===== src/rtl/change_dispenser.sv =====
// Coin change dispenser: pays an amount in 10/5/2/1 coins from finite stock.
// Ports: start/amount/abort control, stock_load/stock_in, coin pulses, status.
module change_dispenser #(
   parameter int PULSE_CYC  = 4,
   parameter int GAP_CYC    = 4,
   parameter int STOCK_INIT = 20
) (
   input  logic        clk,
   input  logic        rst_n,
   input  logic        start,
   input  logic [9:0]  amount,
   input  logic        abort,
   input  logic        stock_load,
   input  logic [31:0] stock_in,
   output logic        coin10_out,
   output logic        coin5_out,
   output logic        coin2_out,
   output logic        coin1_out,
   output logic        busy,
   output logic        done,
   output logic        short_err,
   output logic [9:0]  remain,
   output logic [31:0] stock_out
);

   localparam int MAXC = (PULSE_CYC > GAP_CYC) ? PULSE_CYC : GAP_CYC;
   localparam int CW   = $clog2(MAXC + 1);
   localparam logic [7:0] INIT = 8'(STOCK_INIT);

   typedef enum logic [2:0] {
      IDLE, SELECT, PULSE, GAP, DONE
   } state_t;

   state_t        state_q;
   logic [9:0]    rem_q;
   logic [7:0]    stock_q [4];
   logic [3:0]    coin_q;
   logic [CW-1:0] cnt_q;
   logic          abort_q;
   logic          busy_q;
   logic          done_q;
   logic          short_q;
   logic [9:0]    remain_q;

   // Index 3..0 = 10, 5, 2, 1 yuan; largest qualifying coin wins.
   logic [3:0] sel_d;
   logic [9:0] val_d;

   always_comb begin
      sel_d = 4'b0000;
      val_d = 10'd0;
      if (rem_q >= 10'd10 && stock_q[3] != 8'd0) begin
         sel_d = 4'b1000;
         val_d = 10'd10;
      end else if (rem_q >= 10'd5 && stock_q[2] != 8'd0) begin
         sel_d = 4'b0100;
         val_d = 10'd5;
      end else if (rem_q >= 10'd2 && stock_q[1] != 8'd0) begin
         sel_d = 4'b0010;
         val_d = 10'd2;
      end else if (rem_q >= 10'd1 && stock_q[0] != 8'd0) begin
         sel_d = 4'b0001;
         val_d = 10'd1;
      end
   end

   always_ff @(posedge clk or negedge rst_n) begin
      if (!rst_n) begin
         state_q  <= IDLE;
         rem_q    <= 10'd0;
         coin_q   <= 4'b0000;
         cnt_q    <= '0;
         abort_q  <= 1'b0;
         busy_q   <= 1'b0;
         done_q   <= 1'b0;
         short_q  <= 1'b0;
         remain_q <= 10'd0;
         for (int i = 0; i < 4; i++) stock_q[i] <= INIT;
      end else begin
         unique case (state_q)
            IDLE: begin
               if (start) begin
                  rem_q    <= amount;
                  remain_q <= 10'd0;
                  short_q  <= 1'b0;
                  abort_q  <= 1'b0;
                  busy_q   <= 1'b1;
                  state_q  <= SELECT;
               end else if (stock_load) begin
                  stock_q[3] <= stock_in[31:24];
                  stock_q[2] <= stock_in[23:16];
                  stock_q[1] <= stock_in[15:8];
                  stock_q[0] <= stock_in[7:0];
               end
            end
            SELECT: begin
               // Zero remainder also yields sel_d == 0.
               if (abort || sel_d == 4'b0000) begin
                  done_q   <= 1'b1;
                  short_q  <= (rem_q != 10'd0);
                  remain_q <= rem_q;
                  state_q  <= DONE;
               end else begin
                  rem_q   <= rem_q - val_d;
                  coin_q  <= sel_d;
                  cnt_q   <= CW'(PULSE_CYC - 1);
                  state_q <= PULSE;
                  for (int i = 0; i < 4; i++)
                     if (sel_d[i]) stock_q[i] <= stock_q[i] - 8'd1;
               end
            end
            PULSE: begin
               if (abort) abort_q <= 1'b1;
               if (cnt_q == '0) begin
                  coin_q  <= 4'b0000;
                  cnt_q   <= CW'(GAP_CYC - 1);
                  state_q <= GAP;
               end else begin
                  cnt_q <= cnt_q - CW'(1);
               end
            end
            GAP: begin
               if (abort) abort_q <= 1'b1;
               if (cnt_q == '0) begin
                  // Abort seen anywhere in pulse/gap ends the payout here.
                  if (abort_q || abort) begin
                     done_q   <= 1'b1;
                     short_q  <= (rem_q != 10'd0);
                     remain_q <= rem_q;
                     state_q  <= DONE;
                  end else begin
                     state_q <= SELECT;
                  end
               end else begin
                  cnt_q <= cnt_q - CW'(1);
               end
            end
            DONE: begin
               done_q  <= 1'b0;
               busy_q  <= 1'b0;
               state_q <= IDLE;
            end
            default: state_q <= IDLE;
         endcase
      end
   end

   assign coin10_out = coin_q[3];
   assign coin5_out  = coin_q[2];
   assign coin2_out  = coin_q[1];
   assign coin1_out  = coin_q[0];
   assign busy       = busy_q;
   assign done       = done_q;
   assign short_err  = short_q;
   assign remain     = remain_q;
   assign stock_out  = {stock_q[3], stock_q[2], stock_q[1], stock_q[0]};

endmodule


===== config.mk =====
export PLATFORM = sky130hd
export DESIGN_NAME = change_dispenser
export DESIGN_NICKNAME = d
export VERILOG_FILES = /design/src/rtl/change_dispenser.sv
export SDC_FILE = /design/constraint.sdc
export NUM_CORES = 1
export LEC_CHECK = 0
export CAP_MARGIN = 20
export CELL_PAD_IN_SITES_DETAIL_PLACEMENT = 1
export CELL_PAD_IN_SITES_GLOBAL_PLACEMENT = 1
export CORE_MARGIN = 2
export CORE_UTILIZATION = 30
export DETAILED_ROUTE_END_ITERATION = 10
export GPL_TIMING_DRIVEN = 0
export PLACE_DENSITY = 0.66
export SETUP_SLACK_MARGIN = 0.05
export SLEW_MARGIN = 20
export SYNTH_ARGS = -nofsm -noshare
export SYNTH_HDL_FRONTEND = slang
export SYNTH_SLANG_ARGS = --single-unit

===== constraint.sdc =====
create_clock -name clk -period 4.45 [get_ports clk]
set_clock_uncertainty 0.2 [all_clocks]
set_input_delay 0.6675 -clock clk [delete_from_list [all_inputs] [get_ports clk]]
set_output_delay 0.6675 -clock clk [all_outputs]
set_load 0.01 [all_outputs]

* Word-level counts from Yosys, hierarchy flattened *
Index checks and enable logic that the tools add are counted.

operators by class
  equality and inequality tests = 18
  order comparisons = 4
  muxes and demuxes = 50
  reductions and logical operators = 34
  add/subtract/negate cells = 6

operator list
  operator                                                            count
  2-to-1 mux 32 bit                                                   3
  one-hot mux 32 bit (2 select lines)                                 1
  2-to-1 mux 10 bit                                                   6
  2-to-1 mux 8 bit                                                    4
  nonzero test 8 bit                                                  4
  subtractor 8 x 1 -> 8 bit, second input constant                    4
  2-to-1 mux 3 bit                                                    10
  one-hot mux 10 bit (3 select lines)                                 1
  inequality test 2 bit, second input constant                        13
  AND reduction 5 bit                                                 5
  one-hot mux 10 bit (2 select lines)                                 1
  2-to-1 mux 4 bit                                                    4
  AND reduction 3 bit                                                 5
  one-hot mux 3 bit (4 select lines)                                  1
  2-to-1 mux 1 bit                                                    11
  greater-or-equal comparator 10 x 1 -> 1 bit, second input constant  1
  greater-or-equal comparator 10 x 2 -> 1 bit, second input constant  1
  greater-or-equal comparator 10 x 3 -> 1 bit, second input constant  1
  greater-or-equal comparator 10 x 4 -> 1 bit, second input constant  1
  nonzero test 10 bit                                                 1
  subtractor 10 bit                                                   1
  one-hot mux 3 bit (3 select lines)                                  1
  nonzero test 3 bit                                                  3
  one-hot mux 4 bit (2 select lines)                                  1
  other kinds (16)                                                    28

word-level totals
  flip-flop bits (word level) = 66
  word-level logic and storage cells = 125
  output and inout bits = 49
  input bits = 47

* Logic depth before layout (Yosys ltp) *
  word-level depth = 10
  depth in mapped cells = 14
  gate-level depth less buffers = 14

* Worst setup path after synthesis *
Ideal clock, no wire load.

  path type = register to register
  from = register stock_q (netlist bit stock_out[19])
  to = register rem_q[5]
  arrival time = 3.060 ns
  slack = 1.062 ns
  cell stages (with the launch flop) = 14
  path through = dfrtp_1 > or3_1 > clkbuf_1 > nor4_1 > nor2_1 > o21ai_0 > inv_1 > ha_1 > nor2b_1 > o21ai_0 > nand2b_1 > a21oi_1 > and4_1 > nor3_1

between the ends
  longest elaborated chain between the ends = 8
  elaborated cells on any way between the ends = 13

ends and longest elaborated chain
  item                                                                       line  source
  start, declared                                                            36    logic [7:0] stock_q [4];
  start signal, assigned by index                                            109   if (sel_d[i]) stock_q[i] <= stock_q[i] - 8'd1;
  nonzero test 8 bit (*)                                                     55    end else if (rem_q >= 10'd5 && stock_q[2] != 8'd0) begin
  logical AND 1 bit (*)                                                      55
  parallel branches: the longest is 6 deep, another holds subtractor 10 bit  -
  end signal, assigned                                                       83    rem_q <= amount;
  end signal, assigned                                                       104   rem_q <= rem_q - val_d;
  end, declared                                                              35    logic [9:0] rem_q;

Mark *: on every way between the ends. The select of a mux whose other input is x is not followed.
A chain may end at the register's enable or synchronous reset.

* Worst setup path in the final report *
  from = register stock_q (netlist bit stock_out[19])
  to = register rem_q[7]

The elaborated chain is that of the path after synthesis.

==> results.sh <==
export IMPL_reg2reg_depth=13
export IMPL_yosys_register_bits=66
export IMPL_postSynthCellCount=457
export IMPL_syn_num_nets=516
export IMPL_synth_top_cell_by_area="dfrtp_1"
export IMPL_io_pins=96
export IMPL_area_delta_synth_final_pct=38.3
export IMPL_worst_ep_required_time_ns=4.51
export IMPL_n_antenna_cell=0
export IMPL_post_route_worst_setup_slack_ns=0.513
export IMPL_seqPwrFrac=0.292
export IMPL_dp_worst_setup_slack_ns=0.574
export IMPL_power_leakage_nw=2.23
export IMPL_num_vias=4184
export IMPL_slowest_delay_ns=0.51
export IMPL_cts_sink_count=66
export IMPL_crit_arrival_ns=3.99
export IMPL_total_power_mw=4.26
export IMPL_chipHeight_um=120
export IMPL_critical_path_reg2reg_startpoint="stock_out[19]"
export IMPL_worst_path_stages=13
export IMPL_finalNetCount=623
export IMPL_numCtsBuffers=9
export IMPL_timing_final_crit_share=0.885
export IMPL_drt_antenna_violating_nets=0
export IMPL_core_mm2=0.0132
export IMPL_hold_viol_final=0
export IMPL_yosys_top_cells_area="dfrtp_1, dfstp_2, nand2_1"
export IMPL_critical_path_top_delay_family="simple AND/OR/NAND/NOR gates"
export IMPL_drive_above_1_share=0.0756
export IMPL_cp_start_kind="flip-flop"
export IMPL_netlist_area_leader_share=0.357
export IMPL_max_freq_ghz=0.254
export IMPL_clk_root_buffer_cell="clkbuf_16"
export IMPL_ys_async_sr_fraction=1.00
export IMPL_clock_tree_htree_level_count=3
export IMPL_floorplan_die_area_mm2=0.0145
export IMPL_critPathLaunch="stock_out[19]"
export IMPL_cp_max_fo=8
export IMPL_p_per_area_mw_per_mm2=757
export IMPL_clock_power_share=0.211
export IMPL_run_status="completed"
export IMPL_mappedNetlistArea_mm2=0.00407
export IMPL_ys_types=62
export IMPL_synthesis_area_per_instance_um2=8.90
export IMPL_internal_power_mw=2.45
export IMPL_globalRouteOverflowTotal=0
export IMPL_rsz0062_at_grt="no"
export IMPL_fillCellCount=1553
export IMPL_cp_end_kind="flip-flop"
export IMPL_antenna_violations_before_repair=0
export IMPL_grt_pass1_vias=4417
export IMPL_critical_path_n_buffers_inverters=2
export IMPL_cts_resized=0
export IMPL_cts_setup_buffers=0
export IMPL_hold_path_class="input pin to async pin"
export IMPL_synth_edf_count=0
export IMPL_routed_via_count_divided_by_cell_count=5.62
export IMPL_timing_worst_slew_pin_value_ns=1.04
export IMPL_net_switching_power_mw=1.80
export IMPL_drv_max_cap_violation_count=0
export IMPL_clk_latency_ns=0.35
export IMPL_dp_hpwl_um=11000
export IMPL_clock_tree_from_tritoncts="yes"
export IMPL_buffer_levels_on_the_longest_clock_path=2
export IMPL_postCtsHoldBufs=0
export IMPL_combPwrFrac=0.497
export IMPL_finalMaxSlewViolations=0
export IMPL_synth_main_ff_cell="dfrtp_1"
export IMPL_count_leader_synth="dfrtp_1"
export IMPL_design_area_mm2=0.00562
export IMPL_grt_start_max_net_pins=40
export IMPL_starting_density=0.307
export IMPL_first_pass_grt_wire_length_um=24200
export IMPL_yosys_warn_count=0
export IMPL_slew_headroom=0.300
export IMPL_clk_pin_slew_ns=0.06
export IMPL_postRouteWirelength_um=14900
export IMPL_gp_congestion=0.872
export IMPL_placement_cell_area_mm2=0.00525
export IMPL_total_of_buffers_placed_on_input_and_output_ports=95
export IMPL_setup_worst_path_class="flip-flop to flip-flop"
export IMPL_power_switching_share=0.424
export IMPL_worstPathCellList="or3_1 > clkbuf_1 > nor4_1 > nor2_1 > o21ai_0 > inv_1 > ha_1 > nor2b_1 > o21ai_0 > nand2b_1 > a21oi_1 > a311oi_1 > nor3b_1"
export IMPL_detailedRoute_firstPassIterationCount=4
export IMPL_drc=0
export IMPL_worst_hold_slack_after_final_layout_ns=0.0546
export IMPL_post_route_min_period_ns=3.94
export IMPL_standard_cell_rows=42
export IMPL_drt_initial_drc_count=203
export IMPL_timing_final_setup_violations=0
export IMPL_wl_per_cell_um=20.0
export IMPL_dieWidth_um=120
export IMPL_ys_top_cells_by_count="dfrtp_1, nand2_1, nor2_1"
export IMPL_crit_path_top_delay_cell="nor4_1"
export IMPL_grt_util_all_layers=0.214
export IMPL_vdd_ir_drop_max_uv=230
export IMPL_path_common_cell="o21ai_0"
export IMPL_synth_yosys_seq_area_share=0.409
state kept, by name, summed over array words and instances, names as in the netlist:
signal     cells
abort_q        1
rem_q         10
busy           1
cnt_q          3
short_err      1
coin_q         4
done           1
stock_out     32
remain        10
state_q        3
through the flow:
stage / setup TNS (ns) / std cells / util
after floorplan: 0 / 457 / -
after global placement: -0.202 / 728 / 0.395
after detailed placement: 0 / 729 / 0.397
after CTS: 0 / 745 / 0.424
after global routing: 0 / 745 / 0.424
final: 0 / 745 / 0.424
cell type report:
class,instances,area [um2],area share
repair buffers,96,968,0.172
multi-input cells,350,2250,0.400
well taps,176,220,0.0392
clock buffers,9,225,0.0401
flip-flops and latches,66,1660,0.296
plain buffers,21,82.6,0.0147
clock inverters,7,141,0.0252
inverters,20,75.1,0.0134
worst paths after layout:
path	to	slack (ns)
max	rem_q[7]	0.51
max reg2reg	rem_q[7]	0.51
min reg2reg	coin_q[3]	0.29
min in group clk	coin_q[3]	0.29
max in group asynchronous	stock_out[12]	3.36
min	stock_out[24]	0.05
layout by cell type, fill, tap and decap left out, types with 4 or more instances in the layout:
cell	synthesis	layout
o21ai_0	23	23
nand2_1	40	40
a211oi_1	6	6
a32o_1	5	5
or3_1	11	11
nor3_1	18	18
and2_1	5	5
clkbuf_1	18	18
clkdlybuf4s50_1	0	94
a21oi_1	27	27
a31oi_1	4	4
and3_1	11	11
a22oi_1	9	9
o21bai_1	4	4
clkbuf_16	0	9
or4_1	5	5
o211ai_1	5	5
dfstp_2	8	8
o22ai_1	6	6
o31ai_1	4	4
bufinv_16	0	4
nand4_1	8	8
inv_1	20	20
nor4_1	9	9
nand3_1	22	22
dfrtp_1	58	58
nand2b_1	4	4
nor2_1	37	37
a22o_1	16	16
ha_1	11	11
cell families after synthesis:
kind of cell,Yosys count,synth area share
AND/OR/NAND/NOR,187,0.240
multiplexers,1,0.00246
buffers and inverters,41,0.0388
adder cells (fa/ha/maj),12,0.0388
XOR/XNOR,3,0.00646
flip-flops,66,0.409
AO/OA/AOI/OAI,147,0.265
worst register-to-register path: stages (launching register included):
cell and delay, ns:
dfrtp_1 0.45, or3_1 0.39, clkbuf_1 0.16, nor4_1 0.51, nor2_1 0.21, o21ai_0 0.36
inv_1 0.09, ha_1 0.28, nor2b_1 0.12, o21ai_0 0.14, nand2b_1 0.11, a21oi_1 0.43
a311oi_1 0.17, nor3b_1 0.22
layer usage:
layer	GRT usage	wire, um	vias to the layer above
li1	-	-	1957
met1	0.296	6960	2113
met4	0.0625	233	0
met5	0	0	-
met3	0.0410	639	23
met2	0.339	7050	91
power by group through the flow:
stage          clock network, mW  registers (mW)  logic (mW)
2_1_floorplan                  0            1.25        1.15
3_3_place_gp                   0            1.24        2.05
3_5_place_dp                   0            1.25        2.10
4_1_cts                    0.910            1.25        2.12
5_1_grt                    0.944            1.30        2.34
6_report                   0.898            1.24        2.12
(Power assumes the default switching activity.)
